<file path="src/rtl/uart_tx_arb_if.sv">
// Handshake and serial-line bundle between two byte producers and the TX arbiter.
interface uart_tx_arb_if;
    logic [1:0] req;
    logic [7:0] din0;
    logic [7:0] din1;
    logic [1:0] ack;
    logic       busy;
    logic       owner;
    logic       done_tick;
    logic       tx;

    modport master (output req, din0, din1, input ack, busy, owner, done_tick, tx);
    modport slave  (input req, din0, din1, output ack, busy, owner, done_tick, tx);
endinterface

</file>
<file path="src/rtl/uart_tx_arb.sv">
// Round-robin arbiter sharing one UART TX line between two requesters; frames are
// start bit, DBIT data bits LSB first, and SB_TICK ticks of stop, counted on s_tick.
module uart_tx_arb #(
    parameter int DBIT    = 8,
    parameter int SB_TICK = 16
) (
    input  logic          clk,
    input  logic          reset,
    input  logic          s_tick,
    uart_tx_arb_if.slave  bus
);
    typedef enum logic [1:0] {IDLE, START, DATA, STOP} state_t;

    state_t     state_q, state_d;
    logic [5:0] s_q, s_d;
    logic [2:0] n_q, n_d;
    logic [7:0] b_q, b_d;
    logic       last_q, last_d;
    logic       owner_q, owner_d;
    logic [1:0] ack_q, ack_d;
    logic       busy_q, busy_d;
    logic       done_q, done_d;
    logic       tx_q, tx_d;
    logic       gnt;

    always_ff @(posedge clk or posedge reset) begin
        if (reset) begin
            state_q <= IDLE;
            s_q     <= '0;
            n_q     <= '0;
            b_q     <= '0;
            last_q  <= 1'b1;   // requester 0 wins the first contention
            owner_q <= 1'b0;
            ack_q   <= '0;
            busy_q  <= 1'b0;
            done_q  <= 1'b0;
            tx_q    <= 1'b1;
        end else begin
            state_q <= state_d;
            s_q     <= s_d;
            n_q     <= n_d;
            b_q     <= b_d;
            last_q  <= last_d;
            owner_q <= owner_d;
            ack_q   <= ack_d;
            busy_q  <= busy_d;
            done_q  <= done_d;
            tx_q    <= tx_d;
        end
    end

    always_comb begin
        state_d = state_q;
        s_d     = s_q;
        n_d     = n_q;
        b_d     = b_q;
        last_d  = last_q;
        owner_d = owner_q;
        ack_d   = 2'b00;
        done_d  = 1'b0;
        gnt     = 1'b0;

        case (state_q)
            IDLE: begin
                if (bus.req != 2'b00) begin
                    gnt     = (bus.req == 2'b11) ? ~last_q : bus.req[1];
                    b_d     = gnt ? bus.din1 : bus.din0;
                    ack_d   = gnt ? 2'b10 : 2'b01;
                    owner_d = gnt;
                    last_d  = gnt;
                    s_d     = '0;
                    n_d     = '0;
                    state_d = START;
                end
            end
            START: begin
                if (s_tick) begin
                    if (s_q == 6'd15) begin
                        s_d     = '0;
                        state_d = DATA;
                    end else begin
                        s_d = s_q + 6'd1;
                    end
                end
            end
            DATA: begin
                if (s_tick) begin
                    if (s_q == 6'd15) begin
                        s_d = '0;
                        b_d = b_q >> 1;
                        if (n_q == 3'(DBIT - 1)) state_d = STOP;
                        else                     n_d = n_q + 3'd1;
                    end else begin
                        s_d = s_q + 6'd1;
                    end
                end
            end
            STOP: begin
                if (s_tick) begin
                    if (s_q == 6'(SB_TICK - 1)) begin
                        s_d     = '0;
                        done_d  = 1'b1;
                        state_d = IDLE;
                    end else begin
                        s_d = s_q + 6'd1;
                    end
                end
            end
            default: state_d = IDLE;
        endcase

        // Line level is registered from the next state so tx moves with the state edge.
        case (state_d)
            START:   tx_d = 1'b0;
            DATA:    tx_d = b_d[0];
            default: tx_d = 1'b1;
        endcase
        busy_d = (state_d != IDLE);
    end

    assign bus.ack       = ack_q;
    assign bus.busy      = busy_q;
    assign bus.owner     = owner_q;
    assign bus.done_tick = done_q;
    assign bus.tx        = tx_q;
endmodule

</file>
<file path="src/flat_wrapper.sv">
// flat-port wrapper written by rule: the top's interface ports become plain ports
module uart_tx_arb_flat 
#(
    parameter int DBIT    = 8,
    parameter int SB_TICK = 16
)
  (clk, reset, s_tick, bus_req, bus_din0, bus_din1, bus_ack, bus_busy, bus_owner, bus_done_tick, bus_tx);
  uart_tx_arb_if bus_i ();
  input  logic clk;
  input  logic reset;
  input  logic s_tick;
  input wire logic [$bits(bus_i.req)-1:0] bus_req;
  input wire logic [$bits(bus_i.din0)-1:0] bus_din0;
  input wire logic [$bits(bus_i.din1)-1:0] bus_din1;
  output wire logic [$bits(bus_i.ack)-1:0] bus_ack;
  output wire logic [$bits(bus_i.busy)-1:0] bus_busy;
  output wire logic [$bits(bus_i.owner)-1:0] bus_owner;
  output wire logic [$bits(bus_i.done_tick)-1:0] bus_done_tick;
  output wire logic [$bits(bus_i.tx)-1:0] bus_tx;
  assign bus_i.req = bus_req;
  assign bus_i.din0 = bus_din0;
  assign bus_i.din1 = bus_din1;
  assign bus_ack = bus_i.ack;
  assign bus_busy = bus_i.busy;
  assign bus_owner = bus_i.owner;
  assign bus_done_tick = bus_i.done_tick;
  assign bus_tx = bus_i.tx;
  uart_tx_arb #(.DBIT(DBIT), .SB_TICK(SB_TICK)) u_core (.clk(clk), .reset(reset), .s_tick(s_tick), .bus(bus_i));
endmodule
</file>
<file path="config.mk">
export PLATFORM = sky130hd
export DESIGN_NAME = uart_tx_arb_flat
export DESIGN_NICKNAME = d
export VERILOG_FILES = /design/src/rtl/uart_tx_arb_if.sv /design/src/rtl/uart_tx_arb.sv /design/src/flat_wrapper.sv
export SDC_FILE = /design/constraint.sdc
export NUM_CORES = 1
export LEC_CHECK = 0
export ABC_AREA = 1
export CORE_MARGIN = 5
export CORE_UTILIZATION = 46
export CTS_BUF_LIST = sky130_fd_sc_hd__clkbuf_4
export DETAILED_ROUTE_END_ITERATION = 8
export PLACE_DENSITY_LB_ADDON = 0.1
export SETUP_SLACK_MARGIN = 0.3
export SLEW_MARGIN = 20
export SYNTH_ARGS = -nofsm -noshare
export SYNTH_HDL_FRONTEND = slang
export SYNTH_SLANG_ARGS = --single-unit
</file>
<file path="constraint.sdc">
create_clock -name clk -period 2.7 [get_ports clk]
set_input_delay 0.675 -clock clk [delete_from_list [all_inputs] [get_ports clk]]
set_output_delay 0.675 -clock clk [all_outputs]
set_load 0.005 [all_outputs]
</file>
Word level (Yosys, flattened, before mapping)

Cells that the tools add are included.

Logic and storage cells: 67
Input bits: 21
Register bits: 26

Multiplexer cells: 31
Reductions and logical operators: 9
Equality and inequality tests: 13
$add $sub $neg: 2
Bitwise logic cells: 1

Operators with widths:

| kind                | number |
|---|---|
| $mux 8              | 4 |
| $mux 2              | 11 |
| $mux 6              | 3 |
| $pmux 8 s2          | 1 |
| $mux 3              | 4 |
| $pmux 6 s2          | 1 |
| $eq 2x2->1 const B  | 4 |
| $pmux 2 s4          | 1 |
| $add 6x1->6 const B | 1 |
| $eq 6x4->1 const B  | 1 |
| $ne 2x1->1 const B  | 3 |
| $pmux 3 s2          | 1 |
| $reduce_bool 2->1   | 3 |
| $reduce_and 5->1    | 1 |
| $eq 2x1->1 const B  | 2 |
| $mux 1              | 4 |
| $ne 2x2->1 const B  | 2 |
| $reduce_and 2->1    | 2 |
| $reduce_and 4->1    | 1 |
| $add 3x1->3 const B | 1 |
| $eq 3x3->1 const B  | 1 |
| $reduce_or 3->1     | 1 |
| $logic_not 2->1     | 1 |
| $pmux 1 s2          | 1 |
| $not 1->1           | 1 |

Depth between registers and ports, before layout

Gate-level depths: netlist of run 1.

Depth in word-level cells: 7
Depth in mapped cells: 10

Least setup slack after synthesis of run 1

No wires, ideal clock.

Path type: input-to-reg
Start: in bus_req[1]
End: reg u_core.b_q[4]
Slack: 1138 ps
Buffers on the path: 0
Data required time: 2569 ps
Data arrival time: 1431 ps
Stages on the path: 6
Path through: nor2_1 -> nor2_8 -> inv_2 -> nor2_2 -> a22oi_1 -> nand3_1

Word-level cells in the longest chain between the ends: 5
Elaborated cells between the ends (all ways): 8
Classes of those cells: 2 x eq/ne; 4 x mux; 2 x reduce/logical

RTL lines:

| item                 | line               | source |
|---|---|---|
| start, declared      | flat_wrapper.sv:12 | `input wire logic [$bits(bus_i.req)-1:0] bus_req;` |
| $eq 2x2->1           | uart_tx_arb.sv:66  | `gnt = (bus.req == 2'b11) ? ~last_q : bus.req[1];` |
| $mux 1               | uart_tx_arb.sv:66  |  |
| $mux 8               | uart_tx_arb.sv:67  | `b_d = gnt ? bus.din1 : bus.din0;` |
| $mux 8               | uart_tx_arb.sv:65  | `if (bus.req != 2'b00) begin` |
| $pmux 8 s2           | uart_tx_arb.sv:63  | `case (state_q)` |
| end signal, assigned | uart_tx_arb.sv:31  | `b_q <= '0;` |
| end signal, assigned | uart_tx_arb.sv:42  | `b_q <= b_d;` |
| end, declared        | uart_tx_arb.sv:17  | `logic [7:0] b_q, b_d;` |

Several ways; a longest one is shown, not always the timed one. The select of a mux whose other input is x is not followed.
A chain may end at the register's enable or synchronous reset.

Worst setup path after layout of run 1

Start: reg u_core.tx_q, in the netlist u_core.bus.tx
End: out bus_tx

RTL lines:

| item                   | line               | source |
|---|---|---|
| start, declared        | uart_tx_arb.sv:23  | `logic tx_q, tx_d;` |
| start signal, assigned | uart_tx_arb.sv:48  | `tx_q <= tx_d;` |
| end, declared          | flat_wrapper.sv:19 | `output wire logic [$bits(bus_i.tx)-1:0] bus_tx;` |

No word-level cell between the ends.

==> results of run 1 <==
cells by family (layout without fill, tap and decap cells):
kind of cell | Yosys count | after routing | share of synthesized area, %
flops | 26 | 26 | 47.0
compound gates | 23 | 23 | 10.8
fa+ha+maj | 3 | 3 | 2.70
xor+xnor | 1 | 1 | 0.631
simple gates | 93 | 93 | 32.7
buf+inv | 22 | 53 | 6.13
worst paths after layout:
path                               start             to  slack (ps)  depth (start not counted)
max                        u_core.bus.tx         bus_tx         680                          1
min                        u_core.last_q  u_core.last_q         470                          2
max reg2reg                u_core.s_q[0]  u_core.b_q[3]        1110                          8
min reg2reg                u_core.last_q  u_core.last_q         470                          2
max in group asynchronous          reset  u_core.last_q        1700                          3
min in group asynchronous          reset  u_core.n_q[2]         690                          3
flip-flops by register name, summed over array words and instances (netlist names):
register / cells
u_core.n_q: 3
u_core.s_q: 6
u_core.state_q: 2
u_core.bus.tx: 1
u_core.last_q: 1
u_core.bus.owner: 1
u_core.bus.busy: 1
u_core.bus.done_tick: 1
u_core.b_q: 8
u_core.bus.ack: 2
per-layer routing:
layer  part of all wire (%)  wire length (um)  global-route usage, %
met3                    4.3               119                   3.64
met4                    1.3                36                   4.75
met2                     46              1280                   25.3
met1                     48              1350                   19.8
met5                      0                 0                      0
cells in the final DEF, fill, tap and decap left out, drive strengths merged:
| cell | count |
|---|---|
| a21oi | 2 |
| a22oi | 1 |
| buf | 1 |
| clkbuf | 3 |
| clkdlybuf4s50 | 26 |
| clkinv | 1 |
| dfrtp | 24 |
| dfstp | 2 |
| ha | 3 |
| inv | 22 |
| nand2 | 50 |
| nand3 | 10 |
| nand3b | 1 |
| nand4 | 7 |
| nor2 | 24 |
| o211ai | 4 |
| o21ai | 15 |
| o22ai | 1 |
| or2 | 1 |
| xor2 | 1 |
power by group through the flow:
stage               combinational, uW  clock, uW  sequential [uW]
floorplan                         453          0              649
global placement                  613          0              668
detailed placement                629          0              670
CTS                               632        177              662
global route                      716        199              683
finish                            623        168              662
final cells by class:
| cell class | instances | share of cell area (%) |
|---|---|---|
| timing repair buffer | 27 | 15.5 |
| multi-input combinational | 120 | 37.7 |
| clock buffer | 3 | 1.31 |
| tap | 33 | 2.39 |
| inverter | 22 | 4.93 |
| sequential | 26 | 37.9 |
| clock inverter | 1 | 0.218 |
stage by stage:
step / std cells / setup slack [ps] / total power (uW)
5_1_grt: 232 / 629 / 1600
4_1_cts: 232 / 656 / 1470
6_report: 232 / 676 / 1450
3_5_place_dp: 228 / 535 / 1300
2_1_floorplan: 168 / 1140 / 1100
3_3_place_gp: 228 / 579 / 1280
==> reports/metrics.csv, run 1 <==
metric,value,unit
Num CTS Buffers,3,
worst-path fanout max,1,
Worst Setup End Kind,output port,
synthesis warning total,0,
Clk pwr share,11.5,%
synth cell count leaders,"nand2_1 (49), dfrtp_1 (24), inv_1 (20), nor2_1 (16), o21ai_0 (11)",
Tcrit/Tclk final,75.0,%
Critical Path AT,1350,ps
antenna cells,0,
post-cts resize count,0,
Core Footprint,2980,um2
vias per inst,4.95,
Bufs on Longest Clock Path,2,
first-pass GRT wire length,5090,um
GRT Overall Usage,15.3,%
Synth Instances,168,
WHS,473,ps
initial core utilization,46.6,%
multi-input logic area,651,um2
fin. max-slew vios,0,
Bufs and invs on worst path,1,
Nets,224,
share of cells above drive strength 1,12.6,%
internal power,867,uW
top-count cell post-synth,nand2_1,
status,"finished, final reports clean",
Final ANT Viol Nets,0,
slowest CP cell,dfstp_2,
"Distinct cells, synth",24,
Setup CP Type,flip-flop to output port,
Initial DRC Count,43,
final setup vio count,0,
share of power burned in combinational logic,42.9,%
vias in the first global route,1199,
post-synthesis sequential area ratio,47.0,%
final design area excluding fillers,1720,um2
wire per inst,12.0,um
I/O pin cnt,27,
Pwr Density,843,nW/um2
normalized max-slew margin,74.0,%
Synth area leaders,"dfrtp_1 (43%), nand2_1 (13%), inv_1 (5.4%), nor2_1 (4.3%), o21ai_0 (4.0%)",
drt drc,0,
CP Data Required Time,2030,ps
Worst-Margin Slew,388,ps
Placed Area,1700,um2
average size of a mapped cell,8.27,um2
Clock Skew,10.8,ps
Root Driver,clkbuf_4,
CTS tree,done,
initial antenna violation count,0,
hold buffers post-CTS,0,
maximum VDD drop,0.425,mV
"delay-heaviest family, CP",flip-flops,
overall routed net length,2790,um
DR vias,1148,
Mapped Area,1390,um2
minimum clock period after layout,2020,ps
CP max stage delay,540,ps
RSZ-0062 raised after global routing,false,
worst skew pair latency,320,ps
syn nets,192,
# H-tree levels,1,
Std-Cell Rows,20,
I/O Buffers,26,
Synth top area share,43.2,%
Hold Fails Final Rpt,0,
Die Ht,64.9,um
Reg power frac,45.6,%
Sw Pwr,585,uW
sw frac,40.3,%
pin count of the biggest net entering global routing,27,
fin util,57.9,%
"FFs w/ async S/R, synth",100,%
Leakage,0.000829,uW
postcts setup bufs,0,
clock tree sinks,26,
Synth area leader,dfrtp_1,
Post-synth EDFFs,0,
startpoint type of the worst setup path,flip-flop,
cells along the critical path,clkdlybuf4s50_1,
MaxCap Viol Count,0,
Seq cells post-synth,26,
final setup TNS,0,ps
Peak Freq,0.494,GHz
clock-pin slew on the worst setup and hold paths,140,ps
GR Overflow Total,0,
Layout area overhead,24.1,%
First-pass DRT Iterations,4,
DPL Wire Length,2160,um
HP Class,flip-flop to flip-flop,
die extent in x,64.9,um
RD Place Congestion,0.814,
sequential cell area,653,um2
die area,4220,um2
main flop type after synthesis,dfrtp_1,
fillcell total,287,
(Power assumes the default switching activity.)
==> run 2: changes to the inputs <==
clock period = 1.8 ns   (was 2.7 ns; I/O delays follow)
==> run 2 against run 1 <==
  * Worst setup slack got worse by 330 ps
  * Design area increased by 7.1%
  * Utilization increased by 4.1 points
  * Clock skew decreased by 2.2 ps
  * Via count increased by 3.8%
  * Cell count increased by 4.3%
  * Count of clock-buffer cells in the layout unchanged
  * Hold slack got worse by 5.9 ps
  * Critical path type is now input pin to flip-flop
  * Critical endpoint is now u_core.b_q[4]
  * Highest routed layer unchanged
==> reports/metrics.csv, run 2 (synthesis gave the netlist of run 1 again) <==
metric,value,unit,change
status,"finished, final reports clean",,
Final ANT Viol Nets,0,,unchanged
DPL Wire Length,2190,um,+1.2%
clock-pin slew on the worst setup and hold paths,140,ps,about the same
die area,4220,um2,unchanged
die extent in x,64.9,um,unchanged
First-pass DRT Iterations,4,,unchanged
antenna cells,0,,unchanged
Leakage,0.000886,uW,+6.8%
HP Class,input pin to async pin,,
worst-path fanout max,6,,+5
Final WS setup,346,ps,-330 ps
Root Driver,clkbuf_4,,
vias in the first global route,1169,,-2.5%
overall routed net length,2910,um,+4.6%
Bufs on Longest Clock Path,2,,unchanged
I/O Buffers,26,,unchanged
Layout area overhead,33.0,%,
Worst-Margin Slew,337,ps,-51.1 ps
CTS tree,done,,
pin count of the biggest net entering global routing,27,,unchanged
# H-tree levels,1,,unchanged
Pwr Density,1230,nW/um2,+46%
share of cells above drive strength 1,22.5,%,+9.9 points
worst skew pair latency,320,ps,about the same
Die Ht,64.9,um,unchanged
GRT Overall Usage,15.3,%,-0.048 points
Largest register FFs,8,,unchanged
Core Footprint,2980,um2,unchanged
wire per inst,12.0,um,+0.24%
Setup CP Type,input pin to flip-flop,,
Largest Register,u_core.b_q,,
Worst Setup End Kind,flip-flop,,
clock tree sinks,26,,unchanged
pre-CTS WS,-79.0,ps,-614 ps
DR vias,1192,,+3.8%
Peak Freq,0.688,GHz,
final design area excluding fillers,1850,um2,+7.1%
drt drc,0,,unchanged
startpoint type of the worst setup path,input pin,,
initial antenna violation count,0,,unchanged
final setup vio count,0,,unchanged
Std-Cell Rows,20,,unchanged
Clock Skew,8.53,ps,-2.24 ps
final setup TNS,0,ps,unchanged
first-pass GRT wire length,5100,um,+0.14%
Num CTS Buffers,3,,unchanged
CP Data Required Time,2010,ps,-20 ps
Nets,234,,+4.5%
fin. max-slew vios,0,,unchanged
Hold Fails Final Rpt,0,,unchanged
Initial DRC Count,47,,+9.3%
MaxCap Viol Count,0,,unchanged
RD Place Congestion,0.792,,-2.7%
maximum VDD drop,0.957,mV,+130%
GR Overflow Total,0,,unchanged
"commonest non-fill, non-tap cell in the layout",nand2_1,,
most frequent cells in the layout,"nand2_1 (48), dfrtp_1 (24), clkdlybuf4s50_1 (20), inv_1 (19)",,
Placed Area,1740,um2,+2.2%
normalized max-slew margin,77.5,%,+3.5 points
Critical Path AT,1670,ps,+320 ps
I/O pin cnt,27,,unchanged
Tcrit/Tclk final,80.8,%,
initial core utilization,46.6,%,unchanged
minimum clock period after layout,1450,ps,
RSZ-0062 raised after global routing,true,,
vias per inst,4.93,,-0.46%
Largest regs,"u_core.b_q (8), u_core.s_q (6), u_core.n_q (3)",,
==> run 2: cell types whose count changed in the layout (fill, tap and decap cells not counted), sizes merged <==
cell / change
clkdlybuf4s15: +1
clkbuf: +1
buf: +10
clkdlybuf4s50: -6
dlygate4sd2: +4
==> run 2: timing repair <==
action	4_1_cts	5_1_grt
buffers inserted	1	4
gates resized for setup	11	14
hold buffers	0	0
cloned	0	0
pin swaps	0	6
endpoints found under the setup margin	18	15
==> run 2: worst max-delay path, stage by stage <==
cell and delay, ps:
clkdlybuf4s50_1 430, nor2_2 250, nor2_8 90, inv_2 150, nor2_2 70, a22oi_1 140, nand3_1 80
==> run 2: report_power, final <==
part / leakage (uW) / total (uW) / switching, uW / internal (uW)
registers: 0.000323 / 984 / 161 / 822
clock network: 0.0000154 / 252 / 171 / 81.3
logic: 0.000547 / 1040 / 591 / 445
total: 0.000886 / 2270 / 923 / 1350
==> run 2: path summary, 6_finish.rpt <==
| path | slack (ps) | depth (start not counted) | start | to |
|---|---|---|---|---|
| worst max-delay path | 350 | 7 | bus_req[1] | u_core.b_q[4] |
| worst min-delay path | 470 | 3 | reset | u_core.b_q[7] |
| worst max register to register | 380 | 10 | u_core.s_q[1] | u_core.bus.tx |
| worst min register to register | 490 | 2 | u_core.last_q | u_core.last_q |
| max in group asynchronous | 1030 | 3 | reset | u_core.bus.tx |
| min in group clk | 490 | 2 | u_core.last_q | u_core.last_q |
==> run 2: layout make-up <==
| cell class | count | area [um2] |
|---|---|---|
| fillers | 264 | 1130 |
| clock buffers | 3 | 22.5 |
| well taps | 33 | 41.3 |
| clock inverters | 1 | 3.75 |
| inverters | 22 | 85.1 |
| flip-flops and latches | 26 | 653 |
| multi-input cells | 120 | 708 |
| repair buffers | 37 | 333 |
==> run 2: per-stage QoR <==
step	util (%)	hold WS [ps]	total power (uW)	instances
CTS	59.7	472	2230	238
global placement	58.3	453	1950	233
global route	62.0	502	2490	242
floorplan	-	443	1650	168
finish	62.0	467	2270	242
detailed placement	58.3	468	1970	233
==> run 2: routing by layer <==
layer | track usage (%) | wire, um
met5 | 0 | 0
met4 | 2.37 | 18
met3 | 5.20 | 141
met2 | 25.2 | 1440
met1 | 19.7 | 1320
